File: src/rtl/garage_door_plant.sv
// Garage door plant: turns motor commands into door travel and limit-switch
// feedback, and latches a fault on illegal motor usage.
module garage_door_plant #(
  parameter int unsigned POS_W       = 8,
  parameter int unsigned TRAVEL_MAX  = 200,
  parameter int unsigned PRESCALE    = 4,
  parameter int unsigned RESET_POS   = 0,
  parameter int unsigned OVERRUN_MAX = 16
) (
  input  logic             CLK,
  input  logic             RST,
  input  logic             Up_Motor,
  input  logic             Down_Motor,
  input  logic             Clear_Fault,
  output logic             Up_Max,
  output logic             Down_Max,
  output logic [POS_W-1:0] Position,
  output logic             Moving,
  output logic             Fault
);

  localparam int unsigned PS_W = (PRESCALE > 1) ? $clog2(PRESCALE) : 1;
  localparam int unsigned OV_W = $clog2(OVERRUN_MAX + 1);

  typedef enum logic [1:0] {
    IDLE    = 2'd0,
    RISING  = 2'd1,
    FALLING = 2'd2,
    FAULT   = 2'd3
  } state_t;

  state_t            r_state, w_state_nxt;
  logic [POS_W-1:0]  r_pos, w_pos_nxt;
  logic [PS_W-1:0]   r_presc, w_presc_nxt;
  logic [OV_W-1:0]   r_ovr, w_ovr_nxt;

  logic w_at_top;
  logic w_at_bot;
  logic w_wrap;
  logic w_ovr_hit;

  assign w_at_top  = (r_pos == POS_W'(TRAVEL_MAX));
  assign w_at_bot  = (r_pos == '0);
  assign w_wrap    = (r_presc == PS_W'(PRESCALE - 1));
  assign w_ovr_hit = (r_ovr == OV_W'(OVERRUN_MAX - 1));

  // State, position, prescaler and overrun registers
  always_ff @(posedge CLK or negedge RST) begin
    if (!RST) begin
      r_state <= IDLE;
      r_pos   <= POS_W'(RESET_POS);
      r_presc <= '0;
      r_ovr   <= '0;
    end else begin
      r_state <= w_state_nxt;
      r_pos   <= w_pos_nxt;
      r_presc <= w_presc_nxt;
      r_ovr   <= w_ovr_nxt;
    end
  end

  // Next-state logic; both-motors fault beats reversal, reversal beats overrun
  always_comb begin
    w_state_nxt = r_state;
    w_pos_nxt   = r_pos;
    w_presc_nxt = r_presc;
    w_ovr_nxt   = r_ovr;
    case (r_state)
      IDLE: begin
        w_presc_nxt = '0;
        w_ovr_nxt   = '0;
        if (Up_Motor && Down_Motor)  w_state_nxt = FAULT;
        else if (Up_Motor)           w_state_nxt = RISING;
        else if (Down_Motor)         w_state_nxt = FALLING;
      end
      RISING: begin
        if (Up_Motor && Down_Motor) begin
          w_state_nxt = FAULT;
          w_presc_nxt = '0;
          w_ovr_nxt   = '0;
        end else if (Down_Motor) begin
          w_state_nxt = FALLING;
          w_presc_nxt = '0;
          w_ovr_nxt   = '0;
        end else if (!Up_Motor) begin
          w_state_nxt = IDLE;
          w_presc_nxt = '0;
          w_ovr_nxt   = '0;
        end else if (w_at_top) begin
          w_presc_nxt = '0;
          if (w_ovr_hit) begin
            w_state_nxt = FAULT;
            w_ovr_nxt   = '0;
          end else begin
            w_ovr_nxt = r_ovr + OV_W'(1);
          end
        end else begin
          w_ovr_nxt = '0;
          if (w_wrap) begin
            w_presc_nxt = '0;
            w_pos_nxt   = r_pos + POS_W'(1);
          end else begin
            w_presc_nxt = r_presc + PS_W'(1);
          end
        end
      end
      FALLING: begin
        if (Up_Motor && Down_Motor) begin
          w_state_nxt = FAULT;
          w_presc_nxt = '0;
          w_ovr_nxt   = '0;
        end else if (Up_Motor) begin
          w_state_nxt = RISING;
          w_presc_nxt = '0;
          w_ovr_nxt   = '0;
        end else if (!Down_Motor) begin
          w_state_nxt = IDLE;
          w_presc_nxt = '0;
          w_ovr_nxt   = '0;
        end else if (w_at_bot) begin
          w_presc_nxt = '0;
          if (w_ovr_hit) begin
            w_state_nxt = FAULT;
            w_ovr_nxt   = '0;
          end else begin
            w_ovr_nxt = r_ovr + OV_W'(1);
          end
        end else begin
          w_ovr_nxt = '0;
          if (w_wrap) begin
            w_presc_nxt = '0;
            w_pos_nxt   = r_pos - POS_W'(1);
          end else begin
            w_presc_nxt = r_presc + PS_W'(1);
          end
        end
      end
      FAULT: begin
        w_presc_nxt = '0;
        w_ovr_nxt   = '0;
        if (Clear_Fault && !Up_Motor && !Down_Motor) w_state_nxt = IDLE;
      end
      default: w_state_nxt = IDLE;
    endcase
  end

  // Outputs decode registered state and position only
  assign Position = r_pos;
  assign Up_Max   = w_at_top;
  assign Down_Max = w_at_bot;
  assign Fault    = (r_state == FAULT);
  assign Moving   = ((r_state == RISING) && !w_at_top) ||
                    ((r_state == FALLING) && !w_at_bot);

endmodule

File: config.mk
export PLATFORM = sky130hd
export DESIGN_NAME = garage_door_plant
export DESIGN_NICKNAME = d
export VERILOG_FILES = /design/src/rtl/garage_door_plant.sv
export SDC_FILE = /design/constraint.sdc
export NUM_CORES = 1
export LEC_CHECK = 0
export ABC_AREA = 1
export CAP_MARGIN = 25
export CORE_ASPECT_RATIO = 1.5
export CORE_MARGIN = 2
export CORE_UTILIZATION = 37
export CTS_BUF_LIST = sky130_fd_sc_hd__clkbuf_4 sky130_fd_sc_hd__clkbuf_8 sky130_fd_sc_hd__clkbuf_16
export DETAILED_ROUTE_END_ITERATION = 8
export PLACE_DENSITY = 0.66
export SLEW_MARGIN = 5
export SYNTH_ARGS = -nofsm -noshare
export SYNTH_HDL_FRONTEND = slang
export SYNTH_SLANG_ARGS = --single-unit
File: constraint.sdc
create_clock -name CLK -period 2.05 [get_ports CLK]
set_clock_uncertainty 0.2 [all_clocks]
set_input_delay 0.3075 -clock CLK [delete_from_list [all_inputs] [get_ports CLK]]
set_output_delay 0.3075 -clock CLK [all_outputs]
set_load 0.01 [all_outputs]
### Yosys cells after proc, flatten, opt, wreduce, memory -nomap -nowiden

Cells that the tools add are included.

* $add $sub $neg: 4
* eq/ne operators: 20
* multiplexer cells: 45
* reductions and logical operators: 16

Operator list (number)
* $mux W8: 10
* $mux W5: 9
* $mux W2: 22
* $ne A2 B2 Y1 const B: 10
* $pmux W8 S2: 1
* $pmux W5 S3: 1
* $reduce_and A11 Y1: 1
* $ne A5 B5 Y1 const B: 2
* $add A8 B1 Y8 const B: 1
* $eq A8 B8 Y1 const B: 1
* $logic_not A8 Y1: 1
* $pmux W2 S4: 1
* $sub A8 B1 Y8 const B: 1
* $eq A2 B2 Y1 const B: 3
* $pmux W2 S3: 1
* $add A5 B1 Y5 const B: 1
* $eq A5 B4 Y1 const B: 1
* $logic_and A1 B1 Y1: 5
* $logic_not A1 Y1: 4
* $ne A4 B4 Y1 const B: 1
* $reduce_and A4 Y1: 1
* $add A2 B1 Y2 const B: 1
* $eq A2 B1 Y1 const B: 1
* $logic_not A2 Y1: 1
* other kinds (4): 4

* register bits after elaboration: 17
* bits of input ports: 5
* output and inout bits: 12
* word-level logic and storage cells: 89

### Depth between registers and ports, before layout

Gate-level depths: netlist (run 1).

* depth after elaboration: 7
* depth in mapped cells: 12
* depth with buffers taken out: 12

### Worst setup path after synthesis (run 1)

OpenSTA, ideal clock, no wires.

* path type: register to register
* start point: reg r_state[1]
* end point: reg r_pos[7] (netlist: Position[7])
* library setup time: 116 ps
* data arrival time: 1623 ps
* required time: 1734 ps
* path slack: 110 ps
* cell stages (with the launch flop): 11
* buffers on the path: 0
* clock period less this slack: 1940 ps
* path through: dfrtp_1 -> nand2_4 -> clkinv_4 -> ha_1 -> or2_2 -> nand3_1 -> nand2_1 -> nand2_1 -> nand2_1 -> nand2_1 -> nand2_1

* longest elaborated chain between the ends: 3
* elaborated cells on any way between the ends: 15
* classes of those cells: eq/ne: 12; mux: 1; reduce/logical: 2

RTL lines
* from (decl): RTL line 32 `state_t r_state, w_state_nxt;`
* from (signal assigned): RTL line 55 `r_state <= w_state_nxt;`
* $eq A2 B2 Y1 / $eq A2 B1 Y1 (equally long branches): RTL line 68 `case (r_state)`
* $ne A2 B2 Y1 (no line) / $reduce_bool A2 Y1 (equally long branches)
* $reduce_and A11 Y1 (no line)
* to (signal assigned): RTL line 51 `r_pos <= POS_W'(RESET_POS);`
* to (signal assigned): RTL line 56 `r_pos <= w_pos_nxt;`
* to (decl): RTL line 33 `logic [POS_W-1:0] r_pos, w_pos_nxt;`

Several ways; a longest one is shown, not always the timed one.
A chain may end at the register's enable or synchronous reset.

### Worst setup path after layout (run 1)

* start point: reg r_pos[7] (netlist: Position[7])
* end point: out Moving

* longest elaborated chain between the ends: 4
* elaborated cells on any way between the ends: 7
* classes of those cells: eq/ne: 1; reduce/logical: 6

RTL lines
* $eq A8 B8 Y1 / $logic_not A8 Y1 (equally long branches): RTL line 42, 43
* $logic_not A1 Y1, on equally long branches: RTL line 152, 153
* $logic_and A1 B1 Y1, on equally long branches: RTL line 152, 153
* $logic_or A1 B1 Y1 *: RTL line 152 `assign Moving = ((r_state == RISING) && !w_at_top) ||`
* to (decl): RTL line 18 `output logic Moving,`

Every way passes the cells marked *; elsewhere a longest branch is shown, timed or not.

==> impl_results.md, run 1 <==
- Fillcell total: 370
- Design area: 1780 um2
- CTS tree: yes
- Worst setup margin: 0.0732 ns
- Initial Util: 0.390
- Worst vdd ir: 0.385 mV
- Critical path fanouts, max: 5
- Final worst-path cycle share: 0.964
- Clock Power Share: 0.188
- Final Util: 0.516
- Clock Pin Slew Worst Setup and Hold Paths: 0.07 ns
- Clock sink count: 17
- Detailed Place HPWL: 2400 um
- Register bit count reported by yosys: 17
- Crit path capture type: primary output
- Pint: 0.792 mW
- Layout cells sized above 1: 0.200
- Hold/Removal Path Class: in2async
- Pin count of the biggest net entering global routing: 18
- IO Pins: 17
- Input/output buffers: 16
- Area after DPL: 1640 um2
- Combinational share of power: 0.516
- Maximum clock rate: 0.506 GHz
- Vias/cell: 4.77
- Die X: 53.2 um
- Final setup violation count: 0
- Die H: 77.8 um
- DR pass1 iterations: 4
- Warnings from Yosys: 0
- Setup TNS: 0 ns
- CTS buffer count: 3
- Maxcap violations: 0
- Worst EP required: 1.54 ns
- Switching pwr: 0.539 mW
- Core region area: 3450 um2
- Register area share after synthesis: 0.316
- Fin crit period: 1.98 ns
- Startpoint types: flip-flop
- Final ANT Viol Nets: 0
- Multi-input gate area: 815 um2
- Post-CTS Hold Fix Bufs: 0
- Post-Route WL: 3120 um
- Antenna violations before repair: 0
- Synth cell types: 25
- DIE AREA: 4140 um2
- Mean Syn Cell Area: 6.86 um2
- Final hold vios: 0
- Number of flops mapped to enable cells by yosys: 0
- Syn-to-layout area delta: 32.2%
- First-pass GRT wire length: 5340 um
- Synth Cell Area: 1350 um2
- RD Place Congestion: 0.837
- Pre-CTS WS: 0.0491 ns
- Initial DRC count: 37
- Vias in the first global route: 1,308
- Nets: 250
- Slew HR: 0.841
- Leakage: 0.966 nW
- CTS root buffer: clkbuf_8
- Crit path arrival time: 1.47 ns
- WL/cell: 11.3 um
- Net Sw Frac: 0.405
- Async SR Flop Fraction: 1.00
- Row cnt: 26
- Global router's overall resource usage: 0.172
- Slew @ Worst Pin: 0.237 ns
- Main flop type after synthesis: dfrtp_1
- ANT cells: 0
- Synth Instances: 196
- Commonest non-fill, non-tap cell in the layout: nand2_1
- Critical path's largest stage delay: 0.43 ns
- FF/Latch Area: 428 um2
- Final slew viol count: 0
- Status: completed
- Post-synth net total: 210
- GRT overflow: 0
- Register share of total power: 0.296
- Clk buf depth: 2
- Critical path, cell by cell: inv_1, nand3_1, nor2_2, o21ai_0, clkdlybuf4s15_1
- DR vias: 1,322
- CTS H-tree depth: 1
- Pwr dens: 749 nW/um2
- Most frequent cells in the layout: nand2_1, inv_1, buf_4
- Clk_lat worst skew: 0.25 ns
- CP max-delay cell: dfrtp_1
- DRC Markers: 0
- CP Class: reg2out
-- flip-flops by register name, indices dropped and copies added, names as in the netlist --
signal and flops:
r_ovr 5, r_state 2, r_presc 2, Position 8
-- cell type report --
cell class,count,area share
inverters,29,0.0654
multi-input cells,149,0.458
repair buffers,36,0.180
well taps,42,0.0296
clock buffers,3,0.0232
clock inverters,1,0.00281
flip-flops and latches,17,0.241
-- repair_timing --
item                       4_1_cts  5_1_grt
setup endpoints to repair        3        6
buffers inserted                 2        7
pin swaps                        0        1
resized for setup                5        7
-- power groups by stage --
stage,Clock (mW),Sequential (mW),Combinational (mW)
6_report,0.251,0.394,0.686
5_1_grt,0.275,0.397,0.786
4_1_cts,0.263,0.396,0.626
3_5_place_dp,0,0.402,0.630
3_3_place_gp,0,0.403,0.628
2_1_floorplan,0,0.406,0.437
-- synth_stat cells, drive strengths merged (3+ instances only) --
master  number  area, um2
a21oi       11       58.8
dfrtp       17        425
nor2        19       78.8
xor2         3       26.3
ha           8        100
nand2       68        275
or2          3       18.8
nand3       17       90.1
o21ai       10       65.1
inv         28        105
-- cells by family (layout without fill, tap and decap cells) --
logic type | Yosys count | in the layout | share of synthesized area
simple gates | 114 | 114 | 0.377
buf+inv | 30 | 69 | 0.0930
compound gates | 21 | 21 | 0.0921
flops | 17 | 17 | 0.316
fa+ha+maj | 9 | 9 | 0.0893
xor+xnor | 5 | 5 | 0.0326
-- worst max-delay path: cells and delay by family (launching register included) --
kind                   cells  cell delay, ns
AO/OA/AOI/OAI              1            0.11
buffers and inverters      2            0.38
flip-flops                 1            0.43
AND/OR/NAND/NOR            2            0.30
-- metal layers --
layer	global-route usage	part of all wire	up-vias	routed length, um
li1	-	-	695	-
met1	0.191	0.41	602	1280
met2	0.311	0.54	20	1680
met3	0.0231	0.030	5	94
met4	0.0692	0.018	0	55
met5	0	0	-	0
-- stage by stage --
stage / hold slack [ns] / std cells / total power, mW
final: 0.180 / 277 / 1.33
after global routing: 0.195 / 277 / 1.46
after CTS: 0.181 / 270 / 1.29
after detailed placement: 0.232 / 264 / 1.03
after global placement: 0.233 / 264 / 1.03
after floorplan: -0.188 / 196 / 0.844
-- path summary, 6_finish.rpt --
kind,from,end,slack (ns),cells after the start
worst max register to register,r_state[1],Position[7],0.12,10
worst min register to register,r_presc[0],r_presc[0],0.24,1
worst max-delay path,Position[7],Moving,0.07,5
max in group asynchronous,RST,r_state[1],1.26,2
min in group CLK,r_presc[0],r_presc[0],0.24,1
worst min-delay path,RST,r_ovr[4],0.18,2
Power figures use the tool's default switching activity.
==> run 2, diff against run 1 <==
==> constraint.sdc (replaced) <==
create_clock -name CLK -period 2.05 [get_ports CLK]
set_clock_uncertainty 0.2 [all_clocks]
set_input_delay 0.3075 -clock CLK [delete_from_list [all_inputs] [get_ports CLK]]
set_output_delay 0.3075 -clock CLK [all_outputs]
set_load 0.005 [all_outputs]
==> run 2 against run 1 <==
Against the previous run: sequential power increased by 4%; setup slack lost 0.0091 ns; routed wire length grew 0.67%; combinational power rose by 3%; fmax is 0.46% lower; flip-flop and latch count stayed put; clock power rose by 6%; die area stayed put.
==> impl_results.md, run 2 (same netlist as run 1, synthesis figures left out) <==
- Status: completed
- Clock sink count: 17
- FF-to-FF setup slack: 0.09 ns
- Worst setup margin: 0.0641 ns
- Maxcap violations: 0
- CTS root buffer: clkbuf_8
- Final slew viol count: 0
- ANT cells: 0
- Final worst-path cycle share: 0.969
- Global router's overall resource usage: 0.175
- Leakage: 0.974 nW
- Detailed Place HPWL: 2400 um
- Pre-CTS WS: 0.0516 ns
- Post-Route WL: 3140 um
- IO Pins: 17
- Max layer used: met4
- Clk buf depth: 2
- Largest register FFs: 8
- Vias in the first global route: 1,438
- Tot Pwr: 1.38 mW
- Slew @ Worst Pin: 0.241 ns
- WL/cell: 11.2 um
- Input/output buffers: 16
- Top delay family on crit path: buffers and inverters
- Clk_lat worst skew: 0.25 ns
- Slew HR: 0.839
- DR vias: 1,324
- Met1 WL: 1240 um
- Final Util: 0.541
- Antenna violations before repair: 0
- Crit path arrival time: 1.48 ns
- CP max-delay cell: dfrtp_1
- Core region area: 3450 um2
- Layout cells sized above 1: 0.231
- GRT overflow: 0
- Launching point of the worst reg2reg path: r_state[0]
- CTS H-tree depth: 1
- CTS buffer count: 3
- Pin count of the biggest net entering global routing: 18
- Initial Util: 0.390
- Post-CTS Hold Fix Bufs: 0
- Maximum clock rate: 0.504 GHz
- Worst EP required: 1.54 ns
- Critical path, cell by cell: inv_2, nand2_4, buf_4, o21ai_0, clkdlybuf4s15_1
- Row cnt: 26
- CTS tree: yes
- RD Place Congestion: 0.833
- DRC Markers: 0
- Die H: 77.8 um
- RR Endpoint: Position[2]
- Worst vdd ir: 0.473 mV
- Final hold vios: 0
- Critical path fanouts, max: 5
- CP Class: reg2out
- R2R cell count: 11
- Crit path capture type: primary output
- Setup TNS: 0 ns
- Vias/cell: 4.73
- WL met2: 1730 um
- Initial DRC count: 16
- Critical path's largest stage delay: 0.43 ns
- First-pass GRT wire length: 5570 um
- Die X: 53.2 um
- Startpoint types: flip-flop
- RSZ-0062 raised after global routing: yes
- Clock Pin Slew Worst Setup and Hold Paths: 0.07 ns
- DR pass1 iterations: 4
- Pwr dens: 739 nW/um2
- WP buf/inv: 3
- Nets: 253
- Final setup violation count: 0
- Met3 wire len: 88 um
- DIE AREA: 4140 um2
- Commonest non-fill, non-tap cell in the layout: nand2_1
- Fin crit period: 1.99 ns
- Final ANT Viol Nets: 0
- Fillcell total: 359
- Hold/Removal Path Class: in2async
- Syn-to-layout area delta: 38.8%
- Most frequent cells in the layout: nand2_1, inv_1, buf_4
-- run 2: worst max-delay path by stage --
| stage | startpoint | depth (start not counted) | slack [ns] | end |
|---|---|---|---|---|
| finish | r_state[0] | 5 | 0.06 | Moving |
| global route | r_state[0] | 11 | -0.03 | Position[2] |
| CTS | Position[7] | 4 | 0.02 | Down_Max |
| detailed placement | r_state[1] | 10 | 0.05 | Position[7] |
| global placement | r_state[1] | 11 | 0.08 | Position[7] |
| floorplan | r_state[1] | 10 | 0.11 | Position[7] |
-- run 2: layer usage --
metal,up-vias,global-route usage
met5,-,0
met4,0,0.105
met3,7,0.0173
met2,20,0.311
met1,595,0.187
li1,702,-
-- run 2: stage by stage --
stage	cell area (um2)	std cells	hold WS, ns
floorplan	1350	196	-0.188
global placement	1630	263	0.232
detailed placement	1630	263	0.237
CTS	1740	274	0.183
global route	1870	280	0.201
finish	1870	280	0.174
-- run 2: worst reg2reg max path: cells and delay by family, from the launching register on --
kind | cells | cell delay [ns]
DFF | 1 | 0.43
buffers and inverters | 5 | 0.67
AOI/OAI and AO/OA | 2 | 0.22
and+or+nand+nor | 4 | 0.33
-- run 2: timing repair --
action	CTS	global route
pin swaps	2	4
resized for setup	4	15
setup buffers	7	6
setup endpoints to repair	3	6
-- run 2: area by class of cell --
type	count	area [um2]	share of cell area
clock buffer	4	48.8	0.0261
inverter	29	114	0.0610
timing repair buffer	39	347	0.186
multi-input combinational	149	878	0.471
tap	42	52.6	0.0282
sequential	17	427	0.229
-- run 2: report_power, final --
group          internal (mW)  leakage (nW)  switching [mW]
combinational          0.316         0.716           0.388
clock                  0.151        0.0262           0.114
sequential             0.366         0.232          0.0442
total                  0.833         0.974           0.546
==> run 3, diff against run 2 <==
--- a/config.mk
+++ b/config.mk
@@ -12,7 +12,8 @@
 export CORE_UTILIZATION = 37
 export CTS_BUF_LIST = sky130_fd_sc_hd__clkbuf_4 sky130_fd_sc_hd__clkbuf_8 sky130_fd_sc_hd__clkbuf_16
 export DETAILED_ROUTE_END_ITERATION = 8
-export PLACE_DENSITY = 0.66
+export DONT_BUFFER_PORTS = 1
+export PLACE_DENSITY = 0.6
 export SLEW_MARGIN = 5
 export SYNTH_ARGS = -nofsm -noshare
 export SYNTH_HDL_FRONTEND = slang
==> run 3 against run 2 <==
Against the previous run: clock power is essentially flat; sequential power is 5.6% lower; critical endpoint is now Position[7]; final cell count down 11%; design area decreased by 20%; global-route usage decreased by 0.27 points; power shrank 8.0%; via count fell by 8.1%.
==> impl_results.md, run 3 (same netlist as run 1, synthesis figures left out) <==
- Final worst-path cycle share: 0.952
- Pre-CTS WS: 0.126 ns
- RSZ-0062 raised after global routing: no
- Setup TNS: 0 ns
- Global router's overall resource usage: 0.172
- Slew HR: 0.471
- CTS buffer count: 3
- CTS tree: yes
- Die X: 53.2 um
- DR pass1 iterations: 4
- Crit path arrival time: 1.91 ns
- Clock sink count: 17
- Launching point of the worst reg2reg path: r_state[0]
- R2R cell count: 11
- Startpoint types: flip-flop
- ANT cells: 0
- Fin crit period: 1.95 ns
- Final hold vios: 0
- DR vias: 1,217
- Critical Path Source: r_state[0]
- Initial DRC count: 33
- Vias in the first global route: 1,259
- Commonest non-fill, non-tap cell in the layout: nand2_1
- Worst vdd ir: 0.349 mV
- Vias/cell: 4.91
- Fillcell total: 371
- Maximum clock rate: 0.513 GHz
- Clk buf depth: 2
- Crit path capture type: flip-flop
- DRC Markers: 0
- Pwr dens: 850 nW/um2
- IO Pins: 17
- Clk_lat worst skew: 0.26 ns
- Detailed Place HPWL: 2450 um
- Leakage: 0.823 nW
- CTS root buffer: clkbuf_8
- Most frequent cells in the layout: nand2_1, inv_1, nor2_1
- First-pass GRT wire length: 5380 um
- DIE AREA: 4140 um2
- Critical Path End: Position[7]
- Antenna violations before repair: 0
- Input/output buffers: 0
- Largest register FFs: 8
- Worst setup margin: 0.0989 ns
- Critical path fanouts, max: 10
- Final slew viol count: 0
- CP Class: reg2reg
- Worst EP required: 2.01 ns
- Nets: 221
- Die H: 77.8 um
- GRT overflow: 0
- FF-to-FF setup slack: 0.1 ns
- Core region area: 3450 um2
- Syn-to-layout area delta: 11.0%
- WL/cell: 12.6 um
- Final setup violation count: 0
- Status: completed
- RD Place Congestion: 0.808
- Initial Util: 0.390
- Clock Pin Slew Worst Setup and Hold Paths: 0.07 ns
- Row cnt: 26
- Slew @ Worst Pin: 0.791 ns
- Post-Route WL: 3130 um
- Maxcap violations: 0
- RR Endpoint: Position[7]
- Hold/Removal Path Class: in2reg
- Final ANT Viol Nets: 0
- CTS H-tree depth: 1
- Pin count of the biggest net entering global routing: 18
- Layout cells sized above 1: 0.131
## run 3: cell count changes in the layout (fill, tap and decap cells not counted), moves of 3 or more
| cell | change |
|---|---|
| inv_2 | -3 |
| ha_1 | +4 |
| ha_4 | -5 |
| buf_4 | -16 |
| inv_1 | +3 |
| clkdlybuf4s50_1 | -13 |
## run 3: worst min path at each step
stage / to / start / slack [ns] / depth (start not counted)
after floorplan: Position[0] / RST / -0.19 / 0
after global placement: r_ovr[2] / RST / -0.19 / 0
after detailed placement: r_ovr[2] / RST / -0.19 / 0
after CTS: r_state[0] / Clear_Fault / 0.15 / 5
after global routing: r_state[0] / Clear_Fault / 0.17 / 5
final: r_state[0] / Clear_Fault / 0.14 / 5
## run 3: worst max-delay path, stage by stage (launching register included)
cell and delay, ns:
dfrtp_1 0.37, inv_2 0.07, nand2_4 0.09, clkinv_4 0.11, ha_1 0.30, or2_2 0.31, nand3_1 0.12, nand2_1 0.07
nand2_1 0.06, nand2_1 0.05, nand2_1 0.06, nand2_1 0.04
## run 3: what timing repair did
| item | CTS | global route |
|---|---|---|
| gates resized for setup | 0 | 1 |
| endpoints found under the setup margin | 0 | 1 |
| endpoints found under the hold margin | 17 | 0 |
| hold buffers | 1 | 0 |
| setup buffers | 0 | 0 |
## run 3: per-layer routing
metal | share of wire | wire (um) | global-route usage | vias up
li1 | - | - | - | 634
met1 | 0.38 | 1190 | 0.172 | 565
met2 | 0.56 | 1760 | 0.330 | 13
met3 | 0.037 | 117 | 0.0308 | 5
met4 | 0.020 | 61 | 0.0615 | 0
met5 | 0 | 0 | 0 | -
## run 3: layout make-up
cell class	count	area, um2	share of cell area
flip-flops and latches	17	425	0.285
well taps	42	52.6	0.0352
inverters	29	114	0.0763
multi-input cells	149	797	0.534
clock inverters	1	7.51	0.00503
repair buffers	7	55.1	0.0369
clock buffers	3	41.3	0.0277
## run 3: through the flow
stage / total power [mW] / area, um2 / cells / util / hold slack, ns
2_1_floorplan: 0.836 / 1350 / 196 / - / -0.188
3_3_place_gp: 0.997 / 1430 / 243 / 0.415 / -0.188
3_5_place_dp: 1.00 / 1430 / 243 / 0.415 / -0.188
4_1_cts: 1.28 / 1490 / 248 / 0.432 / 0.146
5_1_grt: 1.37 / 1490 / 248 / 0.433 / 0.171
6_report: 1.27 / 1490 / 248 / 0.433 / 0.145
## run 3: report_power, final
part | internal [mW] | switching (mW)
sequential | 0.364 | 0.0233
combinational | 0.232 | 0.383
clock | 0.137 | 0.130
